$ cat src/rtl/mont_const_gen.sv
// Montgomery constant generator: computes R mod q and R^2 mod q, where R = 2^(8*(i+1)),
// by repeated modular doubling of x = 1 (shift plus one conditional subtract per cycle).
module mont_const_gen (
  input  logic        clk,
  input  logic        reset,
  input  logic        start,
  input  logic [31:0] q,
  input  logic [1:0]  i,
  output logic        busy,
  output logic        done,
  output logic        err,
  output logic [31:0] r_mod,
  output logic [31:0] r2_mod
);

  typedef enum logic [1:0] {
    IDLE,
    RUN,
    FIN
  } state_t;

  state_t      state, state_nxt;
  logic [31:0] q_reg, q_nxt;
  logic [31:0] x, x_nxt;
  logic [6:0]  cnt, cnt_nxt;
  logic [6:0]  n_len, n_nxt;
  logic        rej_pend, rej_pend_nxt;
  logic        busy_nxt, done_nxt, err_nxt;
  logic [31:0] r_nxt, r2_nxt;

  logic        q_valid;
  logic [2:0]  i_inc;
  logic [6:0]  n_req;
  logic [32:0] dbl;
  logic [31:0] diff;
  logic [31:0] x_red;
  logic        dbl_ge;

  // Only moduli accepted by the reducer's low-digit shortcut are allowed.
  assign q_valid = (q[7:0] == 8'h01) && (q > 32'd1);
  assign i_inc   = {1'b0, i} + 3'd1;
  assign n_req   = {1'b0, i_inc, 3'b000};

  // Since x < q, the doubled value is below 2q, so one subtract restores x < q and
  // the difference always fits in 32 bits.
  assign dbl    = {x, 1'b0};
  assign dbl_ge = (dbl >= {1'b0, q_reg});
  assign diff   = dbl[31:0] - q_reg;
  assign x_red  = dbl_ge ? diff : dbl[31:0];

  always_ff @(posedge clk or negedge reset) begin
    if (!reset) begin
      state    <= IDLE;
      q_reg    <= '0;
      x        <= '0;
      cnt      <= '0;
      n_len    <= '0;
      rej_pend <= 1'b0;
      busy     <= 1'b0;
      done     <= 1'b0;
      err      <= 1'b0;
      r_mod    <= '0;
      r2_mod   <= '0;
    end else begin
      state    <= state_nxt;
      q_reg    <= q_nxt;
      x        <= x_nxt;
      cnt      <= cnt_nxt;
      n_len    <= n_nxt;
      rej_pend <= rej_pend_nxt;
      busy     <= busy_nxt;
      done     <= done_nxt;
      err      <= err_nxt;
      r_mod    <= r_nxt;
      r2_mod   <= r2_nxt;
    end
  end

  // A rejected modulus passes through FIN twice: once to raise done/err, once to drop done.
  always_comb begin
    state_nxt    = state;
    q_nxt        = q_reg;
    x_nxt        = x;
    cnt_nxt      = cnt;
    n_nxt        = n_len;
    rej_pend_nxt = rej_pend;
    busy_nxt     = busy;
    done_nxt     = 1'b0;
    err_nxt      = err;
    r_nxt        = r_mod;
    r2_nxt       = r2_mod;

    unique case (state)
      IDLE: begin
        if (start) begin
          r_nxt   = '0;
          r2_nxt  = '0;
          err_nxt = 1'b0;
          if (q_valid) begin
            state_nxt = RUN;
            q_nxt     = q;
            n_nxt     = n_req;
            x_nxt     = 32'd1;
            cnt_nxt   = '0;
            busy_nxt  = 1'b1;
          end else begin
            state_nxt    = FIN;
            rej_pend_nxt = 1'b1;
          end
        end
      end

      RUN: begin
        x_nxt   = x_red;
        cnt_nxt = cnt + 7'd1;
        if (cnt == (n_len - 7'd1)) begin
          r_nxt = x_red;
        end
        if (cnt == ({n_len[5:0], 1'b0} - 7'd1)) begin
          r2_nxt    = x_red;
          busy_nxt  = 1'b0;
          done_nxt  = 1'b1;
          state_nxt = FIN;
        end
      end

      FIN: begin
        if (rej_pend) begin
          rej_pend_nxt = 1'b0;
          done_nxt     = 1'b1;
          err_nxt      = 1'b1;
        end else begin
          state_nxt = IDLE;
        end
      end

      default: begin
        state_nxt = IDLE;
      end
    endcase
  end

endmodule

$ cat config.mk
export PLATFORM = sky130hd
export DESIGN_NAME = mont_const_gen
export DESIGN_NICKNAME = d
export VERILOG_FILES = /design/src/rtl/mont_const_gen.sv
export SDC_FILE = /design/constraint.sdc
export NUM_CORES = 1
export LEC_CHECK = 0
export BUFFER_PORTS_ARGS = -buffer_cell sky130_fd_sc_hd__buf_4
export CORE_UTILIZATION = 58
export CTS_CLUSTER_DIAMETER = 100
export DETAILED_ROUTE_END_ITERATION = 10
export PLACE_DENSITY = 0.76
export SETUP_SLACK_MARGIN = 0.4
export SYNTH_ARGS = -nofsm -noshare
export SYNTH_HDL_FRONTEND = slang
export SYNTH_SLANG_ARGS = --single-unit
$ cat constraint.sdc
create_clock -name clk -period 3.9 [get_ports clk]
set_clock_uncertainty 0.2 [all_clocks]
set_input_delay 0 -clock clk [delete_from_list [all_inputs] [get_ports clk]]
set_output_delay 0 -clock clk [all_outputs]
set_load 0.005 [all_outputs]
# Word-level counts from Yosys, hierarchy flattened
# Cells that the tools add are included.
# Widths: inputs -> output; s select.
[classes] eq_ne=12 addsub=5 n_reduce_logical=12 n_lt_le_gt_ge=2 n_mux=30
[op_table] op="$mux 32" n=6
[op_table] op="$pmux 32 s2" n=3
[op_table] op="$ge 33x32->1" n=1
[op_table] op="$gt 32x1->1 const B" n=1
[op_table] op="$sub 32x32->32" n=1
[op_table] op="$reduce_and 3->1" n=7
[op_table] op="$eq 7x7->1" n=2
[op_table] op="$mux 7" n=2
[op_table] op="$ne 2x2->1 const B" n=7
[op_table] op="$pmux 7 s2" n=1
[op_table] op="$mux 1" n=9
[op_table] op="$eq 8x1->1 const B" n=1
[op_table] op="$mux 2" n=4
[op_table] op="$pmux 1 s2" n=4
[op_table] op="$add 7x1->7 const B" n=1
[op_table] op="$sub 6x1->7 const B" n=1
[op_table] op="$sub 7x1->7 const B" n=1
[op_table] op="$pmux 2 s3" n=1
[op_table] op="$reduce_and 4->1" n=1
[op_table] op="$reduce_bool 2->1" n=2
[op_table] op="$add 2x1->3 const B" n=1
[op_table] op="$eq 2x1->1 const B" n=1
[op_table] op="$eq 2x2->1 const B" n=1
[op_table] op="$logic_not 2->1" n=1
[op_table] op="$logic_and 1x1->1" n=1
[word_totals] out_inout_bits=67 wordCells=72 in_bits=37 regBits=144

# Depth between registers and ports, before layout
# Gate-level depths: netlist of the first run.
[logic_depth] ltp_word=5 mapped_depth=14 ltp_nobuf=12

# Least setup slack after synthesis of the first run
# No wires, ideal clock.
[synth_path] path_type="register -> register" start="register x[2]" end="register x[31]" n_path_buf=0 slack_ps=1055 arrival_time_ps=2577 synth_period_minus_slack_ps=2845 required_time_ps=3632 path_stages_with_launch=11 setup_ps=68 path_cell_list="dfrtp_1 > ha_1 > a211o_1 > nand2b_4 > a2bb2oi_2 > a21bo_1 > a2111oi_4 > nor2_2 > and3_4 > o31ai_2 > a32o_1"
[synth_between] elab_chain_len=3 elab_cells_between_ends=4 cone_classes="add/sub: 1; order compare: 1; mux: 2"
[synth_rtl] item="from (decl)" line="24" text="logic [31:0] x, x_nxt;"
[synth_rtl] item="from (signal assigned)" line="67" text="x <= x_nxt;"
[synth_rtl] item="$sub 32x32->32 or $ge 33x32->1 (tied branches)" line="48, 47"
[synth_rtl] item="$mux 32 (*)" line="49" text="assign x_red = dbl_ge ? diff : dbl[31:0];"
[synth_rtl] item="$pmux 32 s2 (*)" line="93" text="unique case (state)"
# Every way passes the cells marked *; elsewhere a longest branch is shown, timed or not.
# A chain may end at the register's enable or synchronous reset.

# Final worst setup path of the first run
[layout_path] start="input port q[17]" end="register x[27]"
[layout_between] elab_chain_len=4
[layout_rtl] item="from (decl)" line="7" text="input logic [31:0] q,"
[layout_rtl] item="$gt 32x1->1" line="40" text="assign q_valid = (q[7:0] == 8'h01) && (q > 32'd1);"
[layout_rtl] item="$logic_and 1x1->1" line="40"
[layout_rtl] item="$ne 2x2->1 (no source line)"
[layout_rtl] item="$reduce_and 3->1 (no source line)"
# Every way passes these cells.

==> results.py, run 1 <==
metrics = {
    "global_route": {
        "grt_max_degree": 101,
        "grt_pass1_wl_um": 33100,
        "grt_pass1_vias": 6653,
        "grt_antenna_before_repair": 0,
        "grtUsageTotal": 0.302,
        "overflow": 0,
    },
    "layout": {
        "layout.nets": 1063,
        "seq_area_um2": 3600,
        "fill_cells": 1017,
        "fin_area_um2": 9640,
        "multi_input_comb_area_um2": 3970,
        "fin_cells": 1169,
        "drive_gt1_frac": 0.183,
        "diodes": 0,
        "syn2layout_area_growth_pct": 21.7,
    },
    "die": {
        "ios": 104,
        "die-area_um2": 14100,
        "fp.coreArea_um2": 13300,
        "fp.dieH_um": 119,
        "rows": 42,
        "die_w_um": 119,
        "floorplan.initialDensity": 0.596,
    },
    "placement": {
        "dpl_cell_area_um2": 8870,
        "dp_hpwl_um": 13900,
        "dp.cells": 1116,
        "port_buffers": 103,
        "gp_congestion": 0.924,
        "post-place-ws_ns": 0.662,
    },
    "logic_synthesis": {
        "synth_most_common_cell": "nand2_1",
        "synth_ff_type": "dfrtp_1",
        "syn_area_um2": 7920,
        "ys_seq_elements": 144,
        "ys_types": 59,
        "ys_warn_count": 0,
        "synthCells": 865,
        "avgSynthCellArea_um2": 9.16,
        "synth_fp_nets": 941,
        "ys_seq_area_frac": 0.455,
        "async_reset_ff_frac": 1.00,
        "ys_top_cells_by_area": "dfrtp_1 (45%), o21ai_0 (7.8%), nand2_1 (7.2%), ha_1 (6.0%), mux2_2 (4.7%)",
        "yosysTopAreaCell": "dfrtp_1",
        "yosys-top-cells-count": "nand2_1 (151), dfrtp_1 (144), o21ai_0 (123), a21oi_1 (50), inv_1 (48)",
        "synth_top_area_share": 0.455,
        "synth-edff-count": 0,
    },
    "clock_tree": {
        "insertion_delay_ns": 0.43,
        "clkSinkCount": 144,
        "cts_max_level": 4,
        "root_buffer": "clkbuf_16",
        "cts.clk_slew.worst_paths_ns": 0.05,
        "cts_tree": "built",
        "cts_made_buffers": 17,
        "clk_path_buf_depth": 2,
    },
    "setup_path": {
        "crit_family": "simple AND/OR/NAND/NOR gates",
        "arrival_ns": 3.33,
        "start_kind": "input pin",
        "end_kind": "flip-flop",
        "critPathBufInv": 2,
        "worstPathRequired_ns": 3.97,
        "crit_slowest_cell": "nand2_1",
        "path_max_fanout": 18,
        "crit_chain": "dlygate4sd3_1, buf_4, nor4_1, nand4_1, o211ai_1, nor2_2, nand2_1, o21ai_1, nand2_1, o21ai_0",
        "critPathKind": "input pin to flip-flop",
        "crit_path_max_incr_delay_ns": 0.67,
        "critPathMostFrequentCell": "nand2_1",
    },
    "timing": {
        "final_hold_viol_count": 0,
        "fin_crit_ns": 3.26,
        "slew_violations": 0,
        "finalSetupViolations": 0,
        "timing.slew.headroom": 0.392,
        "max_freq_mhz": 306,
        "rsz0062_at_grt": "no",
        "setup_tns_ns": 0,
        "worst_slew_pin_slew_ns": 0.912,
        "fin_crit_sh": 0.837,
        "setup_slack_ns": 0.636,
    },
    "detailed_routing": {
        "drc_errors": 0,
        "drt_iter0_drc": 336,
        "vias": 6735,
        "postRouteWirelength_um": 19800,
        "viasPerCell": 5.76,
        "drtPass1Iterations": 5,
        "wl_per_cell_um": 16.9,
        "ant_nets": 0,
    },
    "run": {
        "max_cap_violations": 0,
    },
    "power_and_ir_drop": {
        "power.density_nw_per_um2": 312,
        "leakage_nw": 4.83,
        "max-vdd-ir-drop_mv": 0.303,
        "p_total_mw": 3.01,
    },
    "outcome": {
        "status": "finished, final reports clean",
    },
    "hold_path": {
        "hold_class": "input pin to async pin",
    },
}
power by group:
| group | total, mW | switching (mW) | leakage (nW) | internal [mW] |
|---|---|---|---|---|
| sequential | 1.50 | 0 | 1.89 | 1.50 |
| combinational | 0.0914 | 0.0458 | 2.70 | 0.0456 |
| clock | 1.43 | 0.563 | 0.243 | 0.863 |
| total | 3.01 | 0.609 | 4.83 | 2.40 |
cell families after synthesis:
logic type | after synthesis | synth area share
XOR/XNOR | 38 | 0.0420
AO/OA/AOI/OAI | 241 | 0.178
multiplexers | 51 | 0.0698
buffers and inverters | 88 | 0.0447
adder cells (fa/ha/maj) | 39 | 0.0625
AND/OR/NAND/NOR | 264 | 0.148
flip-flops | 144 | 0.455
layout by cell type (no fill, tap or decap), drive strengths merged, types with 3 or more instances in the layout:
cell	count
dfrtp	144
nand2	151
o21a	4
nand3	4
xor2	20
nand2b	8
dlygate4sd3	28
mux2i	17
or3	6
clkbuf	22
nor2	44
nor4	9
buf	115
a31oi	7
nor3	8
o211ai	5
o31ai	5
and3	7
o21ai	132
nand4	13
a32o	3
a211oi	9
nor2b	4
xnor2	18
a21oi	51
or2	4
mux2	34
inv	48
a21o	11
ha	38
per-stage QoR:
step                      hold slack [ns]  utilization
after floorplan                    -0.496            -
after global placement            -0.0346        0.667
after detailed placement          -0.0287        0.667
after CTS                          0.0774        0.725
after global routing               0.0753        0.725
final                              0.0463        0.725
metal layers:
layer | vias up | GRT usage | part of all wire
li1 | 3245 | - | -
met1 | 3251 | 0.382 | 0.43
met2 | 194 | 0.494 | 0.48
met3 | 45 | 0.0704 | 0.055
met4 | 0 | 0.132 | 0.031
met5 | - | 0 | 0
layout make-up:
type	instances	share of cell area
clock buffers	22	0.0471
clock inverters	3	0.00415
inverters	48	0.0187
multi-input cells	633	0.412
flip-flops and latches	144	0.374
well taps	176	0.0228
repair buffers	143	0.122
final timing paths:
kind | from | end | slack [ns] | cells after the start
worst max-delay path | q[17] | x[27] | 0.64 | 10
worst min-delay path | reset | r2_mod[20] | 0.05 | 2
worst max register to register | q_reg[12] | x[16] | 0.66 | 12
worst min register to register | r2_mod[14] | r2_mod[14] | 0.28 | 2
max in group asynchronous | reset | r_mod[23] | 2.58 | 3
min in group clk | q[7] | q_reg[4] | 0.10 | 5
repair_timing:
action	CTS	global route
gates resized for setup	0	0
buffers inserted	0	0
hold buffers	28	0
endpoints found under the hold margin	136	0
Power figures use the tool's default switching activity.
==> run 2, diff against run 1 <==
--- a/config.mk
+++ b/config.mk
@@ -5,11 +5,12 @@
 export SDC_FILE = /design/constraint.sdc
 export NUM_CORES = 1
 export LEC_CHECK = 0
+export ABC_AREA = 1
 export BUFFER_PORTS_ARGS = -buffer_cell sky130_fd_sc_hd__buf_4
-export CORE_UTILIZATION = 58
+export CORE_UTILIZATION = 60
 export CTS_CLUSTER_DIAMETER = 100
 export DETAILED_ROUTE_END_ITERATION = 10
-export PLACE_DENSITY = 0.76
+export PLACE_DENSITY = 0.77
 export SETUP_SLACK_MARGIN = 0.4
 export SYNTH_ARGS = -nofsm -noshare
 export SYNTH_HDL_FRONTEND = slang
==> constraint.sdc (replaced) <==
create_clock -name clk -period 3.14 [get_ports clk]
set_clock_uncertainty 0.2 [all_clocks]
set_input_delay 0 -clock clk [delete_from_list [all_inputs] [get_ports clk]]
set_output_delay 0 -clock clk [all_outputs]
set_load 0.005 [all_outputs]
==> results.py, run 2 <==
metrics = {
    "outcome": {
        "status": "finished, final reports clean",
    },
    "run": {
        "max_cap_violations": 0,
    },
    "setup_path": {
        "worstReg2RegStart": "x[14]",
        "arrival_ns": 2.77,
        "critPathMostFrequentCell": "dlygate4sd3_1",
        "r2r_slack_ns": 0.49,
        "crit_slowest_cell": "dlygate4sd3_1",
        "end_kind": "flip-flop",
        "start_kind": "input pin",
        "path_max_fanout": 26,
        "rr_worst_depth": 13,
        "worstPathRequired_ns": 3.25,
        "crit_path_max_incr_delay_ns": 0.60,
        "r2r_end": "r_mod[17]",
        "crit_chain": "dlygate4sd3_1, buf_4, nor3_1, dlygate4sd3_1, nand2_1, inv_2, nand3_4, buf_4, nand2_1, o21ai_0, dlygate4sd3_1",
        "critPathKind": "input pin to flip-flop",
    },
    "timing": {
        "setup_tns_ns": 0,
        "slew_violations": 0,
        "max_freq_mhz": 376,
        "final_hold_viol_count": 0,
        "timing.slew.headroom": 0.469,
        "rsz0062_at_grt": "yes",
        "worst_slew_pin_slew_ns": 0.796,
        "fin_crit_sh": 0.848,
        "finalSetupViolations": 0,
        "fin_crit_ns": 2.66,
    },
    "power_and_ir_drop": {
        "max-vdd-ir-drop_mv": 0.514,
        "power.density_nw_per_um2": 447,
        "leakage_nw": 6.41,
    },
    "layout": {
        "drive_gt1_frac": 0.141,
        "layout.nets": 1561,
        "fin_cells": 1686,
        "diodes": 0,
        "layout_commonest_cell": "nand2_1",
        "syn2layout_area_growth_pct": 24.5,
        "layout_common_cells": "nand2_1 (523), inv_1 (202), dfrtp_1 (144)",
    },
    "global_route": {
        "grt_pass1_wl_um": 46500,
        "overflow": 0,
        "grt_pass1_vias": 8974,
        "grtUsageTotal": 0.385,
        "grt_max_degree": 74,
        "grt_antenna_before_repair": 0,
    },
    "hold_path": {
        "hold_path_depth": 4,
        "min_to": "q_reg[23]",
        "hold_class": "input pin to flip-flop",
        "worstHoldStart": "q[23]",
    },
    "logic_synthesis": {
        "syn_area_um2": 9250,
        "synth-edff-count": 0,
        "ys_seq_elements": 144,
        "synth_ff_type": "dfrtp_1",
        "synth_top_area_share": 0.390,
        "synth_most_common_cell": "nand2_1",
        "yosys-top-cells-count": "nand2_1 (526), inv_1 (202), dfrtp_1 (144), nand3_1 (78), nand4_1 (73)",
        "synthCells": 1335,
        "ys_seq_area_frac": 0.390,
        "ys_warn_count": 0,
        "avgSynthCellArea_um2": 6.93,
        "ys_types": 43,
        "yosysTopAreaCell": "dfrtp_1",
        "synth_fp_nets": 1411,
        "ys_top_cells_by_area": "dfrtp_1 (39%), nand2_1 (21%), inv_1 (8.2%), ha_1 (5.1%), nand4_1 (4.9%)",
        "async_reset_ff_frac": 1.00,
    },
    "die": {
        "die-area_um2": 15900,
        "ios": 104,
        "die_w_um": 126,
        "fp.coreArea_um2": 15100,
        "floorplan.initialDensity": 0.610,
        "fp.dieH_um": 126,
        "rows": 45,
    },
    "clock_tree": {
        "root_buffer": "clkbuf_16",
        "insertion_delay_ns": 0.43,
        "clkSinkCount": 144,
        "clk_path_buf_depth": 2,
        "cts.clk_slew.worst_paths_ns": 0.07,
        "cts_max_level": 4,
        "cts_tree": "built",
        "cts_made_buffers": 17,
    },
    "detailed_routing": {
        "ant_nets": 0,
        "wl_per_cell_um": 17.6,
        "postRouteWirelength_um": 29600,
        "drtPass1Iterations": 6,
        "viasPerCell": 5.61,
        "drt_iter0_drc": 957,
        "vias": 9462,
        "drc_errors": 0,
    },
    "placement": {
        "dp_hpwl_um": 20700,
        "gp_congestion": 1.06,
        "port_buffers": 103,
        "dp.cells": 1597,
    },
}
==> run 2: cell count changes after synthesis, sizes merged, moves of 19 or more <==
cell,change
mux2,-34
clkbuf,-19
inv,+163
nand4,+60
a21oi,-29
nand3,+81
o21ai,-92
nor2,+26
nand3b,+25
buf,+22
nand2,+381
==> run 2: layer usage <==
metal	up-vias	wire, um	GRT usage
met5	-	0	0
li1	4498	-	-
met1	4367	12200	0.511
met2	506	13500	0.614
met3	91	2640	0.0697
met4	0	1280	0.179
==> run 2: kinds of logic after synthesis <==
group                      after synthesis  synth area share
DFF                                    144             0.390
and+or+nand+nor                        802             0.382
adders and majority gates               39            0.0536
buffers and inverters                  258             0.113
xor gates and xnor gates                21            0.0199
AOI/OAI and AO/OA                       71            0.0420
==> run 2: how the worst max path moves through the flow <==
stage / start / to
global placement: x[18] / r_mod[26]
detailed placement: x[18] / r_mod[26]
finish: q[5] / q_reg[19]
floorplan: x[26] / r2_mod[28]
CTS: x[6] / r_mod[26]
global route: x[19] / r_mod[0]
==> run 2: worst max-delay path: cells and delay by family <==
family	cells	cell delay, ns
simple gates	4	0.49
buf+inv	6	2.20
compound gates	1	0.09
==> run 2: area by class of cell <==
cell class | count | area, um^2
clock buffers | 18 | 439
clock inverters | 14 | 170
fillers | 1168 | 3630
inverters | 215 | 815
multi-input cells | 934 | 4750
flip-flops and latches | 144 | 3600
well taps | 188 | 235
repair buffers | 173 | 1500
==> run 2: power breakdown <==
part,total [mW],internal [mW],leakage [nW],switching (mW)
clock network,2.13,1.22,0.299,0.906
logic,1.08,0.296,4.21,0.780
registers,1.94,1.91,1.90,0.0278
total,5.14,3.43,6.41,1.71
==> run 2: through the flow <==
step | setup WS, ns | area, um^2 | utilization | hold WS [ns] | total power [mW]
after global placement | 0.321 | 10200 | 0.671 | -0.129 | 2.96
final | 0.478 | 11500 | 0.760 | 0.139 | 5.14
after floorplan | 1.01 | 9250 | - | -0.496 | 2.60
after detailed placement | 0.313 | 10200 | 0.671 | -0.131 | 2.97
after CTS | 0.404 | 11300 | 0.747 | 0.133 | 5.12
after global routing | 0.351 | 11500 | 0.760 | 0.174 | 5.32
==> run 2: repair_timing <==
action	4_1_cts	5_1_grt
resized for setup	3	39
hold endpoints to repair	182	0
cloned	1	0
setup endpoints to repair	26	109
hold buffers	51	0
buffers inserted	0	5
pin swaps	1	4
